### src/rtl/axi_interconnect_fifogen_ptr_ctrl_if.sv
// Handshake and pointer/status bundle between a FIFO side and its pointer controller.
// The slave modport is the controller's view; master is the user/synchroniser side.
interface axi_interconnect_fifogen_ptr_ctrl_if #(
  parameter int unsigned AW = 4
);
  logic          inc_req;
  logic          inc_ack;
  logic [AW-1:0] loc_addr;
  logic [AW:0]   loc_gray;
  logic [AW:0]   rmt_gray;
  logic [AW:0]   level;
  logic          full;
  logic          empty;
  logic          afull;
  logic          aempty;
  logic          ptr_err;

  modport master (
    output inc_req, rmt_gray,
    input  inc_ack, loc_addr, loc_gray, level, full, empty, afull, aempty, ptr_err
  );

  modport slave (
    input  inc_req, rmt_gray,
    output inc_ack, loc_addr, loc_gray, level, full, empty, afull, aempty, ptr_err
  );
endinterface

### src/rtl/axi_interconnect_fifogen_ptr_ctrl.sv
// One side of an async FIFO: local pointer, registered Gray publish, remote Gray
// decode pipeline, occupancy and conservative full/empty/almost flags.
module axi_interconnect_fifogen_ptr_ctrl #(
  parameter int unsigned AW        = 4,
  parameter int unsigned MODE      = 0,
  parameter int unsigned PIPE_LINE = 1,
  parameter int unsigned AFULL_TH  = (1 << AW) - 2,
  parameter int unsigned AEMPTY_TH = 1
) (
  input logic                              clk_sys,
  input logic                              rst,
  axi_interconnect_fifogen_ptr_ctrl_if.slave bus
);
  localparam int unsigned PW    = AW + 1;
  localparam int unsigned DEPTH = 1 << AW;
  localparam logic [PW-1:0] DEPTH_P  = PW'(DEPTH);
  localparam logic [PW-1:0] AFULL_P  = PW'(AFULL_TH);
  localparam logic [PW-1:0] AEMPTY_P = PW'(AEMPTY_TH);

  logic [PW-1:0] loc_bin;
  logic [PW-1:0] loc_gray_q;
  logic [PW-1:0] level_q;
  logic          full_q;
  logic          empty_q;
  logic          afull_q;
  logic          aempty_q;
  logic          err_q;

  logic          inc_ack_c;
  logic [PW-1:0] loc_bin_nxt;
  logic [PW-1:0] loc_gray_nxt;
  logic [PW-1:0] rmt_bin_c;
  logic [PW-1:0] rmt_bin_dec;
  logic [PW-1:0] lvl_nxt;
  logic          err_nxt;
  logic          full_nxt;
  logic          empty_nxt;
  logic          afull_nxt;
  logic          aempty_nxt;

  // Gate on registered flags only; the reset cycle never acknowledges.
  always_comb begin
    inc_ack_c = 1'b0;
    if (!rst) begin
      inc_ack_c = bus.inc_req & ~((MODE == 0) ? full_q : empty_q);
    end
  end

  // Gray-to-binary: each binary bit is the XOR of all Gray bits at or above it.
  always_comb begin
    rmt_bin_c = '0;
    for (int i = 0; i < int'(PW); i++) begin
      rmt_bin_c[i] = ^(bus.rmt_gray >> i);
    end
  end

  generate
    if (PIPE_LINE == 0) begin : g_nopipe
      assign rmt_bin_dec = rmt_bin_c;
    end else begin : g_pipe
      logic [PW-1:0] stg [PIPE_LINE];

      always_ff @(posedge clk_sys) begin
        if (rst) begin
          for (int i = 0; i < int'(PIPE_LINE); i++) stg[i] <= '0;
        end else begin
          stg[0] <= rmt_bin_c;
          for (int i = 1; i < int'(PIPE_LINE); i++) stg[i] <= stg[i-1];
        end
      end

      assign rmt_bin_dec = stg[PIPE_LINE-1];
    end
  endgenerate

  // Level and every flag come from one next-level value so they never disagree.
  always_comb begin
    loc_bin_nxt  = loc_bin + PW'(inc_ack_c);
    loc_gray_nxt = loc_bin_nxt ^ (loc_bin_nxt >> 1);
    lvl_nxt      = (MODE == 0) ? (loc_bin_nxt - rmt_bin_dec) : (rmt_bin_dec - loc_bin_nxt);
    err_nxt      = err_q | (lvl_nxt > DEPTH_P);
    full_nxt     = (lvl_nxt == DEPTH_P) | ((MODE == 0) & err_nxt);
    empty_nxt    = (lvl_nxt == '0)      | ((MODE != 0) & err_nxt);
    afull_nxt    = (lvl_nxt >= AFULL_P);
    aempty_nxt   = (lvl_nxt <= AEMPTY_P);
  end

  always_ff @(posedge clk_sys) begin
    if (rst) begin
      loc_bin    <= '0;
      loc_gray_q <= '0;
      level_q    <= '0;
      full_q     <= 1'b0;
      empty_q    <= 1'b1;
      afull_q    <= 1'b0;
      aempty_q   <= 1'b1;
      err_q      <= 1'b0;
    end else begin
      loc_bin    <= loc_bin_nxt;
      loc_gray_q <= loc_gray_nxt;
      level_q    <= lvl_nxt;
      full_q     <= full_nxt;
      empty_q    <= empty_nxt;
      afull_q    <= afull_nxt;
      aempty_q   <= aempty_nxt;
      err_q      <= err_nxt;
    end
  end

  assign bus.inc_ack  = inc_ack_c;
  assign bus.loc_addr = loc_bin[AW-1:0];
  assign bus.loc_gray = loc_gray_q;
  assign bus.level    = level_q;
  assign bus.full     = full_q;
  assign bus.empty    = empty_q;
  assign bus.afull    = afull_q;
  assign bus.aempty   = aempty_q;
  assign bus.ptr_err  = err_q;

endmodule

### src/flat_wrapper.sv
// flat-port wrapper written by rule: the top's interface ports become plain ports
module axi_interconnect_fifogen_ptr_ctrl_flat 
#(
  parameter int unsigned AW        = 4,
  parameter int unsigned MODE      = 0,
  parameter int unsigned PIPE_LINE = 1,
  parameter int unsigned AFULL_TH  = (1 << AW) - 2,
  parameter int unsigned AEMPTY_TH = 1
)
  (clk_sys, rst, bus_inc_req, bus_rmt_gray, bus_inc_ack, bus_loc_addr, bus_loc_gray, bus_level, bus_full, bus_empty, bus_afull, bus_aempty, bus_ptr_err);
  axi_interconnect_fifogen_ptr_ctrl_if #(.AW(AW)) bus_i ();
  input logic clk_sys;
  input logic rst;
  input wire logic [$bits(bus_i.inc_req)-1:0] bus_inc_req;
  input wire logic [$bits(bus_i.rmt_gray)-1:0] bus_rmt_gray;
  output wire logic [$bits(bus_i.inc_ack)-1:0] bus_inc_ack;
  output wire logic [$bits(bus_i.loc_addr)-1:0] bus_loc_addr;
  output wire logic [$bits(bus_i.loc_gray)-1:0] bus_loc_gray;
  output wire logic [$bits(bus_i.level)-1:0] bus_level;
  output wire logic [$bits(bus_i.full)-1:0] bus_full;
  output wire logic [$bits(bus_i.empty)-1:0] bus_empty;
  output wire logic [$bits(bus_i.afull)-1:0] bus_afull;
  output wire logic [$bits(bus_i.aempty)-1:0] bus_aempty;
  output wire logic [$bits(bus_i.ptr_err)-1:0] bus_ptr_err;
  assign bus_i.inc_req = bus_inc_req;
  assign bus_i.rmt_gray = bus_rmt_gray;
  assign bus_inc_ack = bus_i.inc_ack;
  assign bus_loc_addr = bus_i.loc_addr;
  assign bus_loc_gray = bus_i.loc_gray;
  assign bus_level = bus_i.level;
  assign bus_full = bus_i.full;
  assign bus_empty = bus_i.empty;
  assign bus_afull = bus_i.afull;
  assign bus_aempty = bus_i.aempty;
  assign bus_ptr_err = bus_i.ptr_err;
  axi_interconnect_fifogen_ptr_ctrl #(.AW(AW), .MODE(MODE), .PIPE_LINE(PIPE_LINE), .AFULL_TH(AFULL_TH), .AEMPTY_TH(AEMPTY_TH)) u_core (.clk_sys(clk_sys), .rst(rst), .bus(bus_i));
endmodule
### config.mk
export PLATFORM = sky130hd
export DESIGN_NAME = axi_interconnect_fifogen_ptr_ctrl_flat
export DESIGN_NICKNAME = d
export VERILOG_FILES = /design/src/rtl/axi_interconnect_fifogen_ptr_ctrl_if.sv /design/src/rtl/axi_interconnect_fifogen_ptr_ctrl.sv /design/src/flat_wrapper.sv
export SDC_FILE = /design/constraint.sdc
export NUM_CORES = 1
export LEC_CHECK = 0
export ABC_CLOCK_PERIOD_IN_PS = 2500
export CAP_MARGIN = 10
export CORE_MARGIN = 3
export CORE_UTILIZATION = 41
export CTS_CLUSTER_SIZE = 20
export DETAILED_ROUTE_END_ITERATION = 7
export PLACE_DENSITY = 0.81
export SLEW_MARGIN = 20
export SYNTH_ARGS = -nofsm -noshare
export SYNTH_HDL_FRONTEND = slang
export SYNTH_SLANG_ARGS = --single-unit
### constraint.sdc
create_clock -name clk_sys -period 2.5 [get_ports clk_sys]
set_clock_uncertainty 0.1 [all_clocks]
set_input_delay 0.375 -clock clk_sys [delete_from_list [all_inputs] [get_ports clk_sys]]
set_output_delay 0.375 -clock clk_sys [all_outputs]
set_load 0.01 [all_outputs]
# Word-level counts from Yosys, hierarchy flattened
# Memories as Yosys holds them, arrays and structs flattened.
# Cells that the tools add are included.
# word_totals
register_bits	20
latch_bits	0
ramBits	5
romBits	0
input_bits	8
out_inout_bits	20
wordCells	33
n_memories	1
# classes
n_addsub	2
multipliers	0
div	0
n_lt_le_gt_ge	3
eq_ne	1
n_shift	0
n_mux	6
bitwise	5
n_reduce_logical	7
# memory_table
memory	words	word_bits	read_ports	rd_ports_with_merged_regs	write_ports	line	source
u_core.g_pipe.stg	1	5	1	0	1	axi_interconnect_fifogen_ptr_ctrl.sv:61	logic [PW-1:0] stg [PIPE_LINE];
# ops
cell	n
5-bit XOR reduction	5
5-bit by 1-bit adder with 5-bit output	1
5-bit equality test, second input constant	1
5-bit by 4-bit >= comparator with 1-bit output, second input constant	1
5-bit > comparator, second input constant	1
5-bit by 1-bit less-or-equal comparator with 1-bit output, second input constant	1
5-bit zero test	1
1-bit two-way mux	5
5-bit two-way mux	1
5-bit OR reduction	1
5-bit subtractor	1
5-bit by 4-bit bitwise XOR with 5-bit output	1
1-bit bitwise OR	2
1-bit AND	1
1-bit inverter	1

# Logic depth before layout (Yosys ltp)
# Gate-level depths: netlist of run 1.
# logic_depth
word_depth	8
depth_mapped	12

# Least setup slack after synthesis of run 1
# Ideal clock, no wire load.
# synth_path
kind	input-to-reg
startpoint	input rst
endpoint	register u_core.empty_q, in the netlist u_core.bus.empty
setup_time_ns	0.115
arrival_time_ns	2.772
t_required_ns	2.285
setup_slack_ns	-0.487
stages	11
n_path_buf	1
cell_sequence	clkbuf_1 nor3b_1 ha_1 ha_1 xor2_1 ha_1 a21o_1 a21oi_1 xor2_1 or2_4 o21a_1
# synth_via
elab_chain_cells	4
# synth_lines
item	line	source
start, declared	flat_wrapper.sv:13	input logic rst;
1-bit two-way mux	axi_interconnect_fifogen_ptr_ctrl.sv:44	if (!rst) begin
net bus_inc_ack	flat_wrapper.sv:16	output wire logic [$bits(bus_i.inc_ack)-1:0] bus_inc_ack;
5-bit by 1-bit adder with 5-bit output	axi_interconnect_fifogen_ptr_ctrl.sv:78	loc_bin_nxt = loc_bin + PW'(inc_ack_c);
net u_core.loc_bin_nxt[2]	axi_interconnect_fifogen_ptr_ctrl.sv:30	logic [PW-1:0] loc_bin_nxt;
5-bit subtractor	axi_interconnect_fifogen_ptr_ctrl.sv:80	lvl_nxt = (MODE == 0) ? (loc_bin_nxt - rmt_bin_dec) : (rmt_bin_dec - loc_bin_nxt);
5-bit zero test	axi_interconnect_fifogen_ptr_ctrl.sv:83	empty_nxt = (lvl_nxt == '0) | ((MODE != 0) & err_nxt);
end signal, assigned	axi_interconnect_fifogen_ptr_ctrl.sv:103	empty_q <= empty_nxt;
end, declared	axi_interconnect_fifogen_ptr_ctrl.sv:24	logic empty_q;
# The timed path passes the listed nets, and every way through them passes these cells.
# A chain may end at the register's enable or synchronous reset.

# Worst setup path after layout of run 1
# layout_path
startpoint	register u_core.full_q, in the netlist u_core.bus.full
endpoint	register u_core.afull_q, in the netlist u_core.bus.afull
# layout_via
elab_chain_cells	6
# layout_lines
item	line	source
start, declared	axi_interconnect_fifogen_ptr_ctrl.sv:23	logic full_q;
start signal, assigned	axi_interconnect_fifogen_ptr_ctrl.sv:102	full_q <= full_nxt;
1-bit inverter	axi_interconnect_fifogen_ptr_ctrl.sv:45	inc_ack_c = bus.inc_req & ~((MODE == 0) ? full_q : empty_q);
1-bit AND	axi_interconnect_fifogen_ptr_ctrl.sv:45	
1-bit two-way mux	axi_interconnect_fifogen_ptr_ctrl.sv:44	
5-bit by 1-bit adder with 5-bit output	axi_interconnect_fifogen_ptr_ctrl.sv:78	
net u_core.loc_bin_nxt[0]	axi_interconnect_fifogen_ptr_ctrl.sv:30	
5-bit subtractor	axi_interconnect_fifogen_ptr_ctrl.sv:80	
5-bit by 4-bit >= comparator with 1-bit output	axi_interconnect_fifogen_ptr_ctrl.sv:84	afull_nxt = (lvl_nxt >= AFULL_P);
end signal, assigned	axi_interconnect_fifogen_ptr_ctrl.sv:104	afull_q <= afull_nxt;
end, declared	axi_interconnect_fifogen_ptr_ctrl.sv:25	logic afull_q;
# The timed path passes the listed nets, and every way through them passes these cells.

==> results of run 1 <==
[worst min path at each step]
| stage | cells after the start | end | slack [ns] |
|---|---|---|---|
| after CTS | 2 | u_core.bus.ptr_err | 0.42 |
| after detailed placement | 2 | u_core.bus.ptr_err | 0.39 |
| final | 2 | u_core.bus.full | 0.43 |
| after global placement | 2 | u_core.bus.ptr_err | 0.38 |
| after global routing | 2 | u_core.bus.full | 0.46 |
| after floorplan | 1 | u_core.loc_bin[1] | 0.35 |
[cells in the mapped netlist (2+ instances only)]
library cell / n
dfxtp_1: 24
nor2_1: 15
inv_1: 9
xor2_1: 8
nor3b_1: 2
nor2b_1: 4
clkbuf_1: 2
ha_1: 6
xnor2_1: 5
[power breakdown]
group | switching [mW] | internal, mW
Combinational | 0.143 | 0.199
Clock | 0.114 | 0.162
Sequential | 0.0186 | 0.430
[state kept, by name, indices dropped and copies added (netlist names)]
register,flops
u_core.bus.aempty,1
u_core.bus.afull,1
u_core.bus.empty,1
u_core.bus.full,1
u_core.bus.level,5
u_core.bus.loc_gray,5
u_core.bus.ptr_err,1
u_core.g_pipe.stg,5
u_core.loc_bin,4
[critical path: stages (launching register included)]
cell and delay (ns):
dfxtp_2 0.36, nor3b_4 0.23, ha_4 0.25, inv_4 0.06, ha_4 0.12, inv_2 0.03, fa_2 0.33, a21o_1 0.20
a21oi_2 0.14, xor2_1 0.26, or2_4 0.21, o41ai_2 0.07
[metrics by stage]
stage	hold WS (ns)	utilization [%]	setup TNS, ns
after floorplan	0.347	-	-0.0770
after global placement	0.376	65.8	-2.39
after detailed placement	0.386	65.8	-2.87
after CTS	0.417	69.4	0
after global routing	0.463	70.3	-0.317
final	0.430	70.3	0
[placed cells by master (no fill, tap or decap), types with 3 or more instances in the layout]
master,synthesis,final
buf_4,0,16
clkbuf_4,0,3
clkdlybuf4s50_1,0,25
dfxtp_1,24,23
ha_4,0,6
inv_1,9,7
nor2_1,15,15
nor2b_1,4,4
xnor2_1,5,5
xor2_1,8,6
[logic make-up (layout without fill, tap and decap cells)]
kind of cell | count (synthesis) | in the layout
buffers and inverters | 11 | 56
AOI/OAI and AO/OA | 9 | 9
DFF | 24 | 24
xor gates and xnor gates | 14 | 14
and+or+nand+nor | 28 | 28
adders and majority gates | 7 | 7
[metal layers]
layer	GRT usage [%]	wire, um
met1	16.5	767
met2	25.6	896
met3	3.27	96
met4	8.71	76
met5	0	0
[repair_timing]
item | in CTS | in global routing
setup buffers | 2 | 2
gates cloned | 0 | 0
hold buffers | 0 | 0
pin swaps | 3 | 5
setup endpoints to repair | 7 | 6
resized for setup | 3 | 3
[final cells by class]
type / instances / area (sq um)
fill: 175 / 663
clock inverter: 1 / 30.0
tap: 28 / 35.0
timing repair buffer: 43 / 392
multi-input combinational: 58 / 573
inverter: 9 / 36.3
sequential: 24 / 482
clock buffer: 3 / 22.5
==> impl_metrics.ini, run 1 <==
[status]
status = finished clean

[floorplan]
core-area_sq_mm = 0.00223
dieArea_sq_mm = 0.00299
row_count = 17
start_util_pct = 43.6
ios = 28
die_h_um = 54.7
die_w_um = 54.7

[critical_path]
cp.arrival_ns = 2.58
start_kind = flip-flop
cp_data_required_time_ns = 2.62
r2r-start = u_core.bus.full
endpoint = u_core.bus.afull
r2r_slack_ns = 0.05
path_class = flip-flop to flip-flop
startpoint = u_core.bus.full
ff2ff_path_depth = 11
end_kind = flip-flop
path_max_fanout = 5
r2r-end = u_core.bus.afull

[route]
drtIter0Drc = 10
post_drt_wl_per_cell_um = 11.1
via_per_inst = 4.57
drtAntennaViolNets = 0
drt-pass1-iter-count = 3
drc = 0
dr_total_vias = 759
wirelength_mm = 1.84

[global_route]
grt_max_degree = 24
grt_first_pass_wirelength_mm = 3.14
grt_antenna_before_repair = 0
overflow = 0
first_global_vias = 783
grt_usage_pct = 14.8

[placement]
place.gp.congestion = 0.817
port-buffer-count = 27
hpwl_mm = 1.40
post-place-ws_ns = -0.428
dp.cells = 158
placement.cell_area_sq_mm = 0.00147

[clock_tree]
clk_transition_reported_paths_ns = 0.13
tritoncts = built
cts_num_sinks = 24
insertion_delay_ns = 0.32
root_buffer = clkbuf_4
htreeDepth = 1
cts_made_buffers = 3
cts_buffer_depth = 2

[synth]
ys_types = 27
synth_compound_area_share_pct = 7.84
ys_warn_count = 0
syn_avg_cell_area_sq_um = 10.5
yosys_register_bits = 24
synth.area.top_cells = dfxtp_1 (49%), ha_1 (7.7%), xor2_1 (7.2%)
synthMuxAreaShare_pct = 0
synth-main-ff-cell = dfxtp_1
yosysTopAreaCell = dfxtp_1
synthAdderAreaFrac_pct = 9.77
synth_top_area_share_pct = 49.4
synth-simple-area-share_pct = 14.7
synthCells = 93
synth_edf_count = 0
yosys.area_share.xor_xnor_pct = 14.1
syn_nets = 108
yosysSeqAreaShare_pct = 49.4
synth_area_sq_um = 973
async_reset_ff_share_pct = 0
synth_top_family_by_area = simple AND/OR/NAND/NOR gates

[timing]
tightestPinTransition_ns = 0.291
setup_slack_ns = 0.0452
fin_crit_sh_pct = 98.2
rsz0062_at_grt = true
layout_min_cycle_time_ns = 2.45
maxSlewViolCount = 0
setup_viol = 0
fmax_ghz = 0.407
max_slew_margin_pct = 80.6
finalHoldViolCount = 0

[worst_hold_path]
hold_start = u_core.bus.ptr_err
hold_path_class = flip-flop to flip-flop

[layout]
final_area_sq_mm = 0.00157
nets = 154
syn_to_final_growth_pct = 61.3
stdcell_count = 166
antennaDiodeCount = 0
drive_gt1_share_pct = 29.0

[power]
peakVddDrop_v = 0.000573
pwr_density_cell_mw_per_mm2 = 680
design_power_total_mw = 1.07
p_leak_nw = 0.667

[job]
max-cap-violations = 0
Note: power is estimated with default switching activity, not from simulation.
==> run 2, diff against run 1 <==
--- a/config.mk
+++ b/config.mk
@@ -12,7 +12,7 @@
 export CTS_CLUSTER_SIZE = 20
 export DETAILED_ROUTE_END_ITERATION = 7
 export PLACE_DENSITY = 0.81
-export SLEW_MARGIN = 20
+export SLEW_MARGIN = 40
 export SYNTH_ARGS = -nofsm -noshare
 export SYNTH_HDL_FRONTEND = slang
 export SYNTH_SLANG_ARGS = --single-unit
==> results of run 2 <==
Final layout, timing and power as in run 1 (identical DEF).
==> run 3, diff against run 2 <==
--- a/config.mk
+++ b/config.mk
@@ -11,6 +11,7 @@
 export CORE_UTILIZATION = 41
 export CTS_CLUSTER_SIZE = 20
 export DETAILED_ROUTE_END_ITERATION = 7
+export MAX_ROUTING_LAYER = met4
 export PLACE_DENSITY = 0.81
 export SLEW_MARGIN = 40
 export SYNTH_ARGS = -nofsm -noshare
==> impl_metrics.ini, run 3 (synthesis gave the netlist of run 1 again) <==
[global_route]
grt_first_pass_wirelength_mm = 3.15
grt_antenna_before_repair = 0
grt_usage_pct = 15.1
first_global_vias = 777
grt_max_degree = 24
overflow = 0

[layout]
drive_gt1_share_pct = 29.0
fin_util_pct = 70.3
syn_to_final_growth_pct = 61.3
antennaDiodeCount = 0
nets = 154
final_cell_mix = clkdlybuf4s50_1 (25), dfxtp_1 (23), buf_4 (16)
mostFrequentLayoutCell = clkdlybuf4s50_1
fill_cells = 175

[clock_tree]
root_buffer = clkbuf_4
htreeDepth = 1
tritoncts = built
cts_buffer_depth = 2
cts_made_buffers = 3
insertion_delay_ns = 0.32
cts_num_sinks = 24
clk_transition_reported_paths_ns = 0.13

[status]
status = finished clean

[critical_path]
r2r-end = u_core.bus.afull
path_class = flip-flop to flip-flop
path_max_fanout = 5
ff2ff_path_depth = 11
cp_data_required_time_ns = 2.62
end_kind = flip-flop
r2r-start = u_core.bus.full
start_kind = flip-flop
r2r_slack_ns = 0.05
cp.arrival_ns = 2.58

[timing]
max_slew_margin_pct = 80.6
layout_min_cycle_time_ns = 2.45
tns_ns = 0
fin_crit_sh_pct = 98.2
fmax_ghz = 0.407
maxSlewViolCount = 0
finalHoldViolCount = 0
setup_viol = 0
rsz0062_at_grt = true
tightestPinTransition_ns = 0.291

[floorplan]
row_count = 17
die_w_um = 54.7
dieArea_sq_mm = 0.00299
die_h_um = 54.7
core-area_sq_mm = 0.00223
start_util_pct = 43.6
ios = 28

[route]
drtIter0Drc = 7
drtAntennaViolNets = 0
drt-pass1-iter-count = 3
via_per_inst = 4.58
post_drt_wl_per_cell_um = 11.0
drc = 0
dr_total_vias = 761
wirelength_mm = 1.83

[worst_hold_path]
hold_path_class = flip-flop to flip-flop
hold_path_depth = 2
hold_start = u_core.bus.ptr_err
hold_end = u_core.bus.full

[power]
peakVddDrop_v = 0.000570
p_leak_nw = 0.667
design_power_total_mw = 1.07
pwr_density_cell_mw_per_mm2 = 679

[placement]
port-buffer-count = 27
place.gp.congestion = 0.829
hpwl_mm = 1.40

[job]
max-cap-violations = 0
[run 3: cell counts in the layout (fill, tap and decap cells not counted)]
Identical to the previous run, type by type.
[run 3: stage by stage]
stage	setup WS [ns]	instances	hold WS, ns	cell area, sq um
after CTS	0.00436	164	0.417	1550
final	0.0450	166	0.430	1570
after floorplan	-0.0597	93	0.347	1100
after global routing	-0.0744	166	0.462	1570
after detailed placement	-0.428	158	0.386	1470
after global placement	-0.372	158	0.376	1470
[run 3: cell type report]
| cell class | instances | area, sq um | share of cell area (%) |
|---|---|---|---|
| clock buffer | 3 | 22.5 | 1.43 |
| clock inverter | 1 | 30.0 | 1.91 |
| inverter | 9 | 36.3 | 2.31 |
| multi-input combinational | 58 | 573 | 36.5 |
| sequential | 24 | 482 | 30.7 |
| tap | 28 | 35.0 | 2.23 |
| timing repair buffer | 43 | 392 | 24.9 |
[run 3: how the worst max path moves through the flow]
stage                                    to             from  cells past startpoint  slack (ns)
after floorplan            u_core.bus.empty              rst                     12       -0.06
after global placement     u_core.bus.afull              rst                     10       -0.37
after detailed placement  u_core.bus.aempty              rst                     10       -0.43
after CTS                  u_core.bus.empty      bus_inc_req                     12       0.004
after global routing       u_core.bus.empty  u_core.bus.full                     11       -0.07
final                      u_core.bus.afull  u_core.bus.full                     11        0.05
[run 3: per-layer routing]
| metal | global-route usage [%] | up-vias | wire (um) |
|---|---|---|---|
| li1 | - | 384 | - |
| met1 | 16.3 | 347 | 770 |
| met2 | 25.4 | 21 | 887 |
| met3 | 3.27 | 9 | 99 |
| met4 | 8.71 | 0 | 76 |
| met5 | - | - | 0 |
[run 3: what timing repair did]
item / 4_1_cts / 5_1_grt
endpoints found under the setup margin: 7 / 6
resized for setup: 3 / 3
pin swaps: 3 / 5
hold buffers: 0 / 0
buffers inserted: 2 / 2
[run 3: where the power goes]
part / total [mW] / internal (mW) / leakage (nW) / switching, mW
Combinational: 0.343 / 0.199 / 0.441 / 0.144
Sequential: 0.449 / 0.430 / 0.198 / 0.0185
Clock: 0.275 / 0.162 / 0.0279 / 0.113
[run 3: critical path: stages, from the launching register on]
cell and delay [ns]:
dfxtp_2 0.36, nor3b_4 0.23, ha_4 0.25, inv_4 0.06
ha_4 0.12, inv_2 0.03, fa_2 0.33, a21o_1 0.20
a21oi_2 0.14, xor2_1 0.26, or2_4 0.21, o41ai_2 0.07
